<file path="src/rtl/nibble_program_feeder_if.sv">
`default_nettype none
// ============================================================================
//  Module      : nibble_program_feeder_if
//  Description : Host/consumer bundle for the nibble program feeder.
//                Carries the load handshake, the run/stop/clear commands,
//                the replay valid/ready stream and the status flags.
//                master : host / consumer side (drives loads, commands, ready)
//                slave  : feeder side (drives load_ready, replay, status)
//  Revision    : 1.0  initial release
// ============================================================================
interface nibble_program_feeder_if #(
    parameter int AW = 4
);
    logic          load_valid;
    logic [3:0]    load_nib;
    logic          load_ready;
    logic          cmd_clear;
    logic          cmd_run;
    logic          cmd_stop;
    logic          loop_en;
    logic [3:0]    out_nib;
    logic          out_valid;
    logic          out_ready;
    logic [AW:0]   count;
    logic          busy;
    logic          done;
    logic          overflow;

    modport master (
        output load_valid, load_nib, cmd_clear, cmd_run, cmd_stop, loop_en, out_ready,
        input  load_ready, out_nib, out_valid, count, busy, done, overflow
    );

    modport slave (
        input  load_valid, load_nib, cmd_clear, cmd_run, cmd_stop, loop_en, out_ready,
        output load_ready, out_nib, out_valid, count, busy, done, overflow
    );
endinterface
`default_nettype wire

</file>
<file path="src/rtl/nibble_program_feeder.sv">
`default_nettype none
// ============================================================================
//  Module      : nibble_program_feeder
//  Description : Stores a host-loaded nibble program (opcodes + operands) and
//                replays it in order on a valid/ready nibble stream feeding
//                the 4-bit stack CPU input field.
//  Ports       : clk  - clock, rising edge
//                rst  - synchronous active-high reset
//                bus  - nibble_program_feeder_if.slave: load handshake,
//                       cmd_clear/cmd_run/cmd_stop, loop_en, replay stream
//                       (out_nib/out_valid/out_ready), count, busy, done,
//                       overflow
//  Config      : define NIBBLE_FEEDER_LOOP_EN to let loop_en wrap the replay
//                back to address 0 instead of finishing with done.
//  Revision    : 1.0  initial release
// ============================================================================
module nibble_program_feeder #(
    parameter int DEPTH = 16,
    parameter int AW    = 4
) (
    input  logic                      clk,
    input  logic                      rst,
    nibble_program_feeder_if.slave    bus
);
    localparam logic [0:0]  c_ST_IDLE   = 1'b0;
    localparam logic [0:0]  c_ST_RUN    = 1'b1;
    localparam logic [AW:0] c_DEPTH_CNT = (AW+1)'(DEPTH);

    logic [3:0]     r_mem [DEPTH];
    logic [0:0]     r_state;
    logic [0:0]     w_state_nxt;
    logic [AW:0]    r_count;
    logic [AW-1:0]  r_rd_ptr;
    logic [3:0]     r_out_nib;
    logic           r_out_valid;
    logic           r_done;
    logic           r_overflow;

    logic           w_beat;
    logic           w_last;
    logic           w_full;
    logic           w_loop;
    logic           w_load_ready;
    logic           w_load_fire;
    logic [AW-1:0]  w_rd_next;

    assign w_beat      = r_out_valid & bus.out_ready;
    // count >= 1 whenever in RUN, so count-1 never underflows where it matters
    assign w_last      = ({1'b0, r_rd_ptr} == (r_count - 1'b1));
    assign w_full      = (r_count == c_DEPTH_CNT);
    assign w_rd_next   = r_rd_ptr + 1'b1;
    assign w_load_fire = bus.load_valid & w_load_ready;

`ifdef NIBBLE_FEEDER_LOOP_EN
    assign w_loop = bus.loop_en;
`else
    // Looping is compiled out: loop_en has no effect.
    assign w_loop = bus.loop_en & 1'b0;
`endif

    // ---------------- state register ----------------
    always_ff @(posedge clk) begin
        if (rst) r_state <= c_ST_IDLE;
        else     r_state <= w_state_nxt;
    end

    // ---------------- next-state logic ----------------
    always_comb begin
        w_state_nxt = r_state;
        case (r_state)
            c_ST_IDLE: begin
                if (!bus.cmd_clear && bus.cmd_run && (r_count != '0))
                    w_state_nxt = c_ST_RUN;
            end
            c_ST_RUN: begin
                if (bus.cmd_stop)
                    w_state_nxt = c_ST_IDLE;
                else if (w_beat && w_last && !w_loop)
                    w_state_nxt = c_ST_IDLE;
            end
            default: w_state_nxt = c_ST_IDLE;
        endcase
    end

    // ---------------- output logic ----------------
    always_comb begin
        w_load_ready = (r_state == c_ST_IDLE) && !w_full && !bus.cmd_run && !bus.cmd_clear;
    end

    assign bus.load_ready = w_load_ready;
    assign bus.out_nib    = r_out_nib;
    assign bus.out_valid  = r_out_valid;
    assign bus.count      = r_count;
    assign bus.busy       = (r_state == c_ST_RUN);
    assign bus.done       = r_done;
    assign bus.overflow   = r_overflow;

    // ---------------- program storage (not cleared by reset) ----------------
    always_ff @(posedge clk) begin
        if (w_load_fire && !rst)
            r_mem[r_count[AW-1:0]] <= bus.load_nib;
    end

    // ---------------- datapath registers ----------------
    always_ff @(posedge clk) begin
        if (rst) begin
            r_count     <= '0;
            r_rd_ptr    <= '0;
            r_out_nib   <= 4'h0;
            r_out_valid <= 1'b0;
            r_done      <= 1'b0;
            r_overflow  <= 1'b0;
        end else begin
            r_done <= 1'b0;
            case (r_state)
                c_ST_IDLE: begin
                    if (bus.cmd_clear) begin
                        r_count    <= '0;
                        r_overflow <= 1'b0;
                    end else if (bus.cmd_run) begin
                        if (r_count == '0) begin
                            r_done <= 1'b1;
                        end else begin
                            r_rd_ptr    <= '0;
                            r_out_nib   <= r_mem[0];
                            r_out_valid <= 1'b1;
                        end
                    end else if (w_load_fire) begin
                        r_count <= r_count + 1'b1;
                    end else if (bus.load_valid && w_full) begin
                        r_overflow <= 1'b1;
                    end
                end
                c_ST_RUN: begin
                    // Stop wins: a coincident beat is simply the last one taken.
                    if (bus.cmd_stop) begin
                        r_out_valid <= 1'b0;
                    end else if (w_beat) begin
                        if (!w_last) begin
                            r_rd_ptr  <= w_rd_next;
                            r_out_nib <= r_mem[w_rd_next];
                        end else if (w_loop) begin
                            r_rd_ptr  <= '0;
                            r_out_nib <= r_mem[0];
                        end else begin
                            r_out_valid <= 1'b0;
                            r_done      <= 1'b1;
                        end
                    end
                end
                default: ;
            endcase
        end
    end
endmodule
`default_nettype wire

</file>
<file path="src/flat_wrapper.sv">
// flat-port wrapper written by rule: the top's interface ports become plain ports
module nibble_program_feeder_flat 
#(
    parameter int DEPTH = 16,
    parameter int AW    = 4
)
  (clk, rst, bus_load_valid, bus_load_nib, bus_cmd_clear, bus_cmd_run, bus_cmd_stop, bus_loop_en, bus_out_ready, bus_load_ready, bus_out_nib, bus_out_valid, bus_count, bus_busy, bus_done, bus_overflow);
  nibble_program_feeder_if #(.AW(AW)) bus_i ();
  input  logic clk;
  input  logic rst;
  input wire logic [$bits(bus_i.load_valid)-1:0] bus_load_valid;
  input wire logic [$bits(bus_i.load_nib)-1:0] bus_load_nib;
  input wire logic [$bits(bus_i.cmd_clear)-1:0] bus_cmd_clear;
  input wire logic [$bits(bus_i.cmd_run)-1:0] bus_cmd_run;
  input wire logic [$bits(bus_i.cmd_stop)-1:0] bus_cmd_stop;
  input wire logic [$bits(bus_i.loop_en)-1:0] bus_loop_en;
  input wire logic [$bits(bus_i.out_ready)-1:0] bus_out_ready;
  output wire logic [$bits(bus_i.load_ready)-1:0] bus_load_ready;
  output wire logic [$bits(bus_i.out_nib)-1:0] bus_out_nib;
  output wire logic [$bits(bus_i.out_valid)-1:0] bus_out_valid;
  output wire logic [$bits(bus_i.count)-1:0] bus_count;
  output wire logic [$bits(bus_i.busy)-1:0] bus_busy;
  output wire logic [$bits(bus_i.done)-1:0] bus_done;
  output wire logic [$bits(bus_i.overflow)-1:0] bus_overflow;
  assign bus_i.load_valid = bus_load_valid;
  assign bus_i.load_nib = bus_load_nib;
  assign bus_i.cmd_clear = bus_cmd_clear;
  assign bus_i.cmd_run = bus_cmd_run;
  assign bus_i.cmd_stop = bus_cmd_stop;
  assign bus_i.loop_en = bus_loop_en;
  assign bus_i.out_ready = bus_out_ready;
  assign bus_load_ready = bus_i.load_ready;
  assign bus_out_nib = bus_i.out_nib;
  assign bus_out_valid = bus_i.out_valid;
  assign bus_count = bus_i.count;
  assign bus_busy = bus_i.busy;
  assign bus_done = bus_i.done;
  assign bus_overflow = bus_i.overflow;
  nibble_program_feeder #(.DEPTH(DEPTH), .AW(AW)) u_core (.clk(clk), .rst(rst), .bus(bus_i));
endmodule
</file>
<file path="config.mk">
export PLATFORM = sky130hd
export DESIGN_NAME = nibble_program_feeder_flat
export DESIGN_NICKNAME = d
export VERILOG_FILES = /design/src/rtl/nibble_program_feeder_if.sv /design/src/rtl/nibble_program_feeder.sv /design/src/flat_wrapper.sv
export SDC_FILE = /design/constraint.sdc
export NUM_CORES = 1
export LEC_CHECK = 0
export CAP_MARGIN = 20
export CORE_MARGIN = 4
export CORE_UTILIZATION = 40
export CTS_BUF_LIST = sky130_fd_sc_hd__clkbuf_8
export DETAILED_ROUTE_END_ITERATION = 16
export DONT_BUFFER_PORTS = 1
export PLACE_DENSITY = 0.52
export SLEW_MARGIN = 30
export SYNTH_ARGS = -nofsm -noshare
export SYNTH_HDL_FRONTEND = slang
export SYNTH_SLANG_ARGS = --single-unit
</file>
<file path="constraint.sdc">
create_clock -name clk -period 3.15 [get_ports clk]
set_clock_uncertainty 0.1 [all_clocks]
set_input_delay 0.4725 -clock clk [delete_from_list [all_inputs] [get_ports clk]]
set_output_delay 0.4725 -clock clk [all_outputs]
set_load 0.005 [all_outputs]
</file>
Word level (Yosys, flattened, before mapping)
Memories as Yosys holds them, arrays and structs flattened.
Cells that the tools add are included.
{"block": "op_classes", "n_reduce_logical": 20, "n_eq_ne": 12, "n_shift": 0, "muxes": 41, "multipliers": 0, "addsub": 3, "div_mod_pow": 0, "bitwise_logic": 3, "n_lt_le_gt_ge": 0}
{"cell": "2-to-1 mux 4 bit", "n": 12}
{"cell": "2-to-1 mux 1 bit", "n": 21}
{"cell": "!= test 2 bit, second input constant", "n": 8}
{"cell": "one-hot mux 4 bit (2 select lines)", "n": 2}
{"cell": "2-to-1 mux 5 bit", "n": 3}
{"cell": "logical AND 1 bit", "n": 8}
{"cell": "!= test 3 bit, second input constant", "n": 2}
{"cell": "one-hot mux 1 bit (2 select lines)", "n": 3}
{"cell": "AND reduction 6 bit", "n": 1}
{"cell": "adder 5 x 1 -> 5 bit, second input constant", "n": 1}
{"cell": "== test 4 x 5 -> 1 bit", "n": 1}
{"cell": "== test 5 bit, second input constant", "n": 1}
{"cell": "zero test 5 bit", "n": 1}
{"cell": "AND reduction 5 bit", "n": 1}
{"cell": "nonzero test 5 bit", "n": 1}
{"cell": "subtractor 5 x 1 -> 5 bit, second input constant", "n": 1}
{"cell": "adder 4 x 1 -> 4 bit, second input constant", "n": 1}
{"cell": "zero test 1 bit", "n": 4}
{"cell": "AND reduction 4 bit", "n": 1}
{"cell": "nonzero test 2 bit", "n": 2}
{"cell": "AND reduction 3 bit", "n": 1}
{"cell": "AND 1 bit", "n": 2}
{"cell": "NOT 1 bit", "n": 1}
{"block": "word_totals", "output_inout_bits": 14, "latchBits": 0, "ff_bits": 17, "in_bits": 12, "memories": 1, "elab_cells": 87, "mem_bits_ro": 0, "mem_bits_rw": 64}
{"name": "u_core.r_mem", "depth": 16, "width": 4, "rd": 2, "rd_clocked_by_memory_dff": 0, "wr": 1, "line": "nibble_program_feeder.sv:29", "text": "logic [3:0] r_mem [DEPTH];"}

Depth between registers and ports, before layout
{"block": "depth", "ltp_word": 9, "depth_mapped": 8, "mapped_depth_nobuf": 7}

Least setup slack after synthesis
Ideal clock, no wire load.
{"block": "synth_timing", "path_kind": "flip-flop to flip-flop", "from": "register u_core.r_count[0], in the netlist u_core.bus.count[0]", "to": "register u_core.r_out_nib[2], in the netlist u_core.bus.out_nib[2]", "path_buffers": 1, "required_time_ns": 2.916, "synth_period_minus_slack_ns": 2.309, "arrival_time_ns": 2.075, "setup_ns": 0.134, "setup_slack_ns": 0.841, "stages_incl_launch_ff": 9, "cell_sequence": "dfxtp_1 -> inv_1 -> ha_1 -> xor2_1 -> or3_4 -> a311o_1 -> buf_6 -> a211oi_1 -> a211oi_1"}
{"block": "synth_between", "elab_chain_len": 4, "word_cells_on_any_way": 6, "cone_classes": "add/sub: 1; eq/ne: 3; reduce/logical: 2"}
{"item": "from (decl)", "line": "nibble_program_feeder.sv:32", "text": "logic [AW:0] r_count;"}
{"item": "from (signal assigned)", "line": "nibble_program_feeder.sv:129", "text": "r_count <= r_count + 1'b1;"}
{"item": "subtractor 5 x 1 -> 5 bit", "line": "nibble_program_feeder.sv:49", "text": "assign w_last = ({1'b0, r_rd_ptr} == (r_count - 1'b1));"}
{"item": "== test 4 x 5 -> 1 bit", "line": "nibble_program_feeder.sv:49"}
{"item": "!= test 2 bit (no source line)"}
{"item": "AND reduction 6 bit (no source line) (*)"}
{"item": "to (signal assigned)", "line": "nibble_program_feeder.sv:125", "text": "r_out_nib <= r_mem[0];"}
{"item": "to (signal assigned)", "line": "nibble_program_feeder.sv:141", "text": "r_out_nib <= r_mem[w_rd_next];"}
{"item": "to (signal assigned)", "line": "nibble_program_feeder.sv:144", "text": "r_out_nib <= r_mem[0];"}
{"item": "to (decl)", "line": "nibble_program_feeder.sv:34", "text": "logic [3:0] r_out_nib;"}
Every way passes the cells marked *; elsewhere a longest branch is shown, timed or not.
A chain may end at the register's enable or synchronous reset.

Final worst setup path
{"block": "layout_timing", "from": "register u_core.r_count[1], in the netlist u_core.bus.count[1]", "to": "memory u_core.r_mem[1][2], enable pin"}
{"block": "layout_between", "elab_chain_len": 9}
{"item": "== test 5 bit", "line": "nibble_program_feeder.sv:50", "text": "assign w_full = (r_count == c_DEPTH_CNT);"}
{"item": "zero test 1 bit", "line": "nibble_program_feeder.sv:87", "text": "w_load_ready = (r_state == c_ST_IDLE) && !w_full && !bus.cmd_run && !bus.cmd_clear;"}
{"item": "logical AND 1 bit (3 in a row)", "line": "nibble_program_feeder.sv:87"}
{"item": "AND 1 bit", "line": "nibble_program_feeder.sv:52", "text": "assign w_load_fire = bus.load_valid & w_load_ready;"}
{"item": "logical AND 1 bit", "line": "nibble_program_feeder.sv:100", "text": "if (w_load_fire && !rst)"}
{"item": "2-to-1 mux 1 bit", "line": "nibble_program_feeder.sv:100"}
{"item": "2-to-1 mux 1 bit (not written as such)", "line": "nibble_program_feeder.sv:101", "text": "r_mem[r_count[AW-1:0]] <= bus.load_nib;"}
{"item": "to (decl)", "line": "nibble_program_feeder.sv:29"}
Several ways; a longest one is shown, not always the timed one.

==> out/results.txt <==
outcome = finished, final reports clean
vias = 2,138
top cell type's share of synthesized area = 52.5%
first-pass GRT wire length = 12,700 um
worst path required time = 3.03 ns
Clk pwr share = 38.9%
Hold Crit Class = in2reg
nature of the critical path endpoint = flip-flop
Synth Instances = 251
leading area contributor after synthesis = edfxtp_1
Initial Utilization = 41.6%
mux share of post-synthesis cell area = 10.9%
DR WL/cell = 20.7 um
FFs w/ async S/R, synth = 0%
drt initial violations = 99
Site Rows = 34
nets@finish = 278
RSZ-0062 raised after global routing = no
switching pwr = 0.406 mW
largest net degree at the start of global routing = 17
Detail Route Antenna Nets = 0
endpoints failing setup = 0
crit path kind = reg2reg
Tcrit/Tclk final = 84.6%
H-tree depth = 3
Flop pwr share = 59.7%
Synth Net Count = 269
final hold vios = 0
reg2reg end = u_core.r_mem[1][2]$_DFFE_PP_
library cells used by synthesis = 46
Clock Pin Slew Worst Setup and Hold Paths = 0.09 ns
grt ovf = 0
TritonRoute pass-1 iters = 4
DRT Wirelength = 7740 um
Synth Area in Adders = 2.05%
Yosys warnings = 0
TritonCTS Sinks = 81
fin crit period = 2.67 ns
commonest non-fill, non-tap cell in the layout = edfxtp_1
simple logic cell fraction of the synthesized area = 11.8%
Detail Placement HPWL = 5420 um
initial antenna violation count = 0
crit path max-delay cell type = dfxtp_1
antenna cells = 0
CTS tree = done
Lkg Pwr = 1.26 nW
relative slew slack = 56.8%
Worst Min Path Start = rst
Layout Utilization = 45.4%
Via density = 5.73
Sw Ratio = 20.9%
Post-Synth XOR/XNOR Area = 2.15%
synthesis-stage register bit count = 81
worst skew pair latency = 0.34 ns
layout cell share with drive strength beyond 1 = 17.7%
Max rail drop VDD = 0.296 mV
Setup TNS = 0 ns
Final Slew Violations = 0
Clock Tree Root = clkbuf_8
post-synthesis sequential area ratio = 61.8%
Bufs on Longest Clock Path = 2
CP max stage delay = 0.53 ns
Syn Area/Cell = 14.6 um2
FMAX = 0.375 GHz
Die H = 104 um
I/O Buffers = 0
CTS Hold Buffers Added = 0
worst slew pin tran = 0.645 ns
top cells by area, synth = edfxtp_1 (52%), mux4_2 (9.8%), dfxtp_1 (9.3%)
total power = 1.94 mW
Max-Cap Viols = 0
P per Cell Area = 485 nW/um2
Startpoint Class = flip-flop
EDFF count, synth = 64
core area = 8810 um2
sequence of cells on the critical path = inv_1, ha_1, nand4bb_1, nand4_1, nor2_1, nand2_1, nor3_1
worst-path fanout max = 7
Top Ports = 26
P&R area growth vs syn = 9.05%
R2R setup slack = 0.48 ns
Mapped Area = 3660 um2
Comb power frac = 1.4%
CP endpoint = u_core.r_mem[1][2]$_DFFE_PP_
vias in the first global route = 2,226
Num CTS Buffers = 9
Worst Reg-to-Reg Cells = 7
GP Congestion = 0.695
cell internal pwr = 1.53 mW
main combinational cell family by area after synthesis = simple AND/OR/NAND/NOR gates
Synth Area in Compound Gates = 8.20%
commonest cells after routing, fill and taps aside = edfxtp_1 (64), nor2_1 (28), dfxtp_1 (17), mux4_2 (16), buf_4 (10)
Die ar. = 10,800 um2
number of remaining DRC errors = 0
critical path arrival = 2.55 ns
GRT Util Overall = 15.2%
post-CTS setup buffers = 0
Worst setup startpoint = u_core.bus.count[1]$_SDFFE_PP0P_
CTS resizes = 0
Die Wd = 104 um
worst reg2reg startpoint = u_core.bus.count[1]$_SDFFE_PP0P_
ys flop type = edfxtp_1
-- area by class of cell --
cell class | instances | area, um2
multi-input combinational | 153 | 1290
inverter | 4 | 15.0
timing repair buffer | 11 | 95.1
sequential | 81 | 2260
clock inverter | 7 | 68.8
clock buffer | 9 | 124
fill | 798 | 4810
tap | 108 | 135
-- per-layer routing --
layer	routed length, um	track usage (%)	share of wire [%]	vias up
met5	0	0	0	-
met4	53	4.27	0.69	0
met3	365	4.98	4.7	6
met2	3700	23.9	48	52
met1	3610	20.3	47	1081
li1	-	-	-	999
-- cell families after synthesis --
group | Yosys count
mux | 20
simple gates | 80
buf+inv | 17
flops | 81
fa+ha+maj | 6
xor+xnor | 9
compound gates | 38
-- power groups by stage --
stage / Combinational, mW / Clock, mW / Sequential (mW)
floorplan: 0.0214 / 0 / 1.18
global placement: 0.0271 / 0 / 1.18
detailed placement: 0.0276 / 0 / 1.18
CTS: 0.0277 / 0.772 / 1.16
global route: 0.0310 / 0.819 / 1.16
finish: 0.0276 / 0.753 / 1.16
-- through the flow --
stage / instances / hold slack, ns / worst slack (ns) / instance area (um2)
3_5_place_dp: 357 / 0.397 / 0.529 / 3800
2_1_floorplan: 251 / 0.365 / 0.841 / 3660
5_1_grt: 373 / 0.0491 / 0.279 / 3990
3_3_place_gp: 357 / 0.390 / 0.253 / 3790
4_1_cts: 373 / 0.0596 / 0.508 / 3990
6_report: 373 / 0.0842 / 0.484 / 3990
-- state kept, by name (all words and copies together), names as in the netlist --
| register | cells |
|---|---|
| u_core.bus.busy | 1 |
| u_core.r_rd_ptr | 4 |
| u_core.bus.done | 1 |
| u_core.bus.out_valid | 1 |
| u_core.bus.out_nib | 4 |
| u_core.bus.overflow | 1 |
| u_core.bus.count | 5 |
| u_core.r_mem | 64 |
-- worst min-delay path by stage --
stage | depth (start not counted) | to | slack [ns]
3_3_place_gp | 2 | u_core.bus.overflow$_SDFFE_PP0P_ | 0.39
6_report | 1 | u_core.bus.busy$_SDFF_PP0_ | 0.08
2_1_floorplan | 2 | u_core.bus.overflow$_SDFFE_PP0P_ | 0.36
4_1_cts | 1 | u_core.r_rd_ptr[2]$_SDFFE_PP0P_ | 0.06
3_5_place_dp | 2 | u_core.bus.overflow$_SDFFE_PP0P_ | 0.40
5_1_grt | 1 | u_core.r_rd_ptr[2]$_SDFFE_PP0P_ | 0.05
-- Yosys cell counts, types with 5 or more instances --
cell type  instances
a211oi_1           9
xnor2_1            6
nand2_1            7
nor3_1             8
nor2_1            28
buf_6              5
dfxtp_1           17
mux4_2            16
o211ai_1           5
edfxtp_1          64
ha_1               6
nor2b_1            9
-- critical path, delay by kind of cell (launching register included) --
| kind | cells | cell delay [ns] |
|---|---|---|
| adders and majority gates | 1 | 0.26 |
| and+or+nand+nor | 5 | 1.27 |
| DFF | 1 | 0.53 |
| buffers and inverters | 1 | 0.14 |
(Power assumes the default switching activity.)
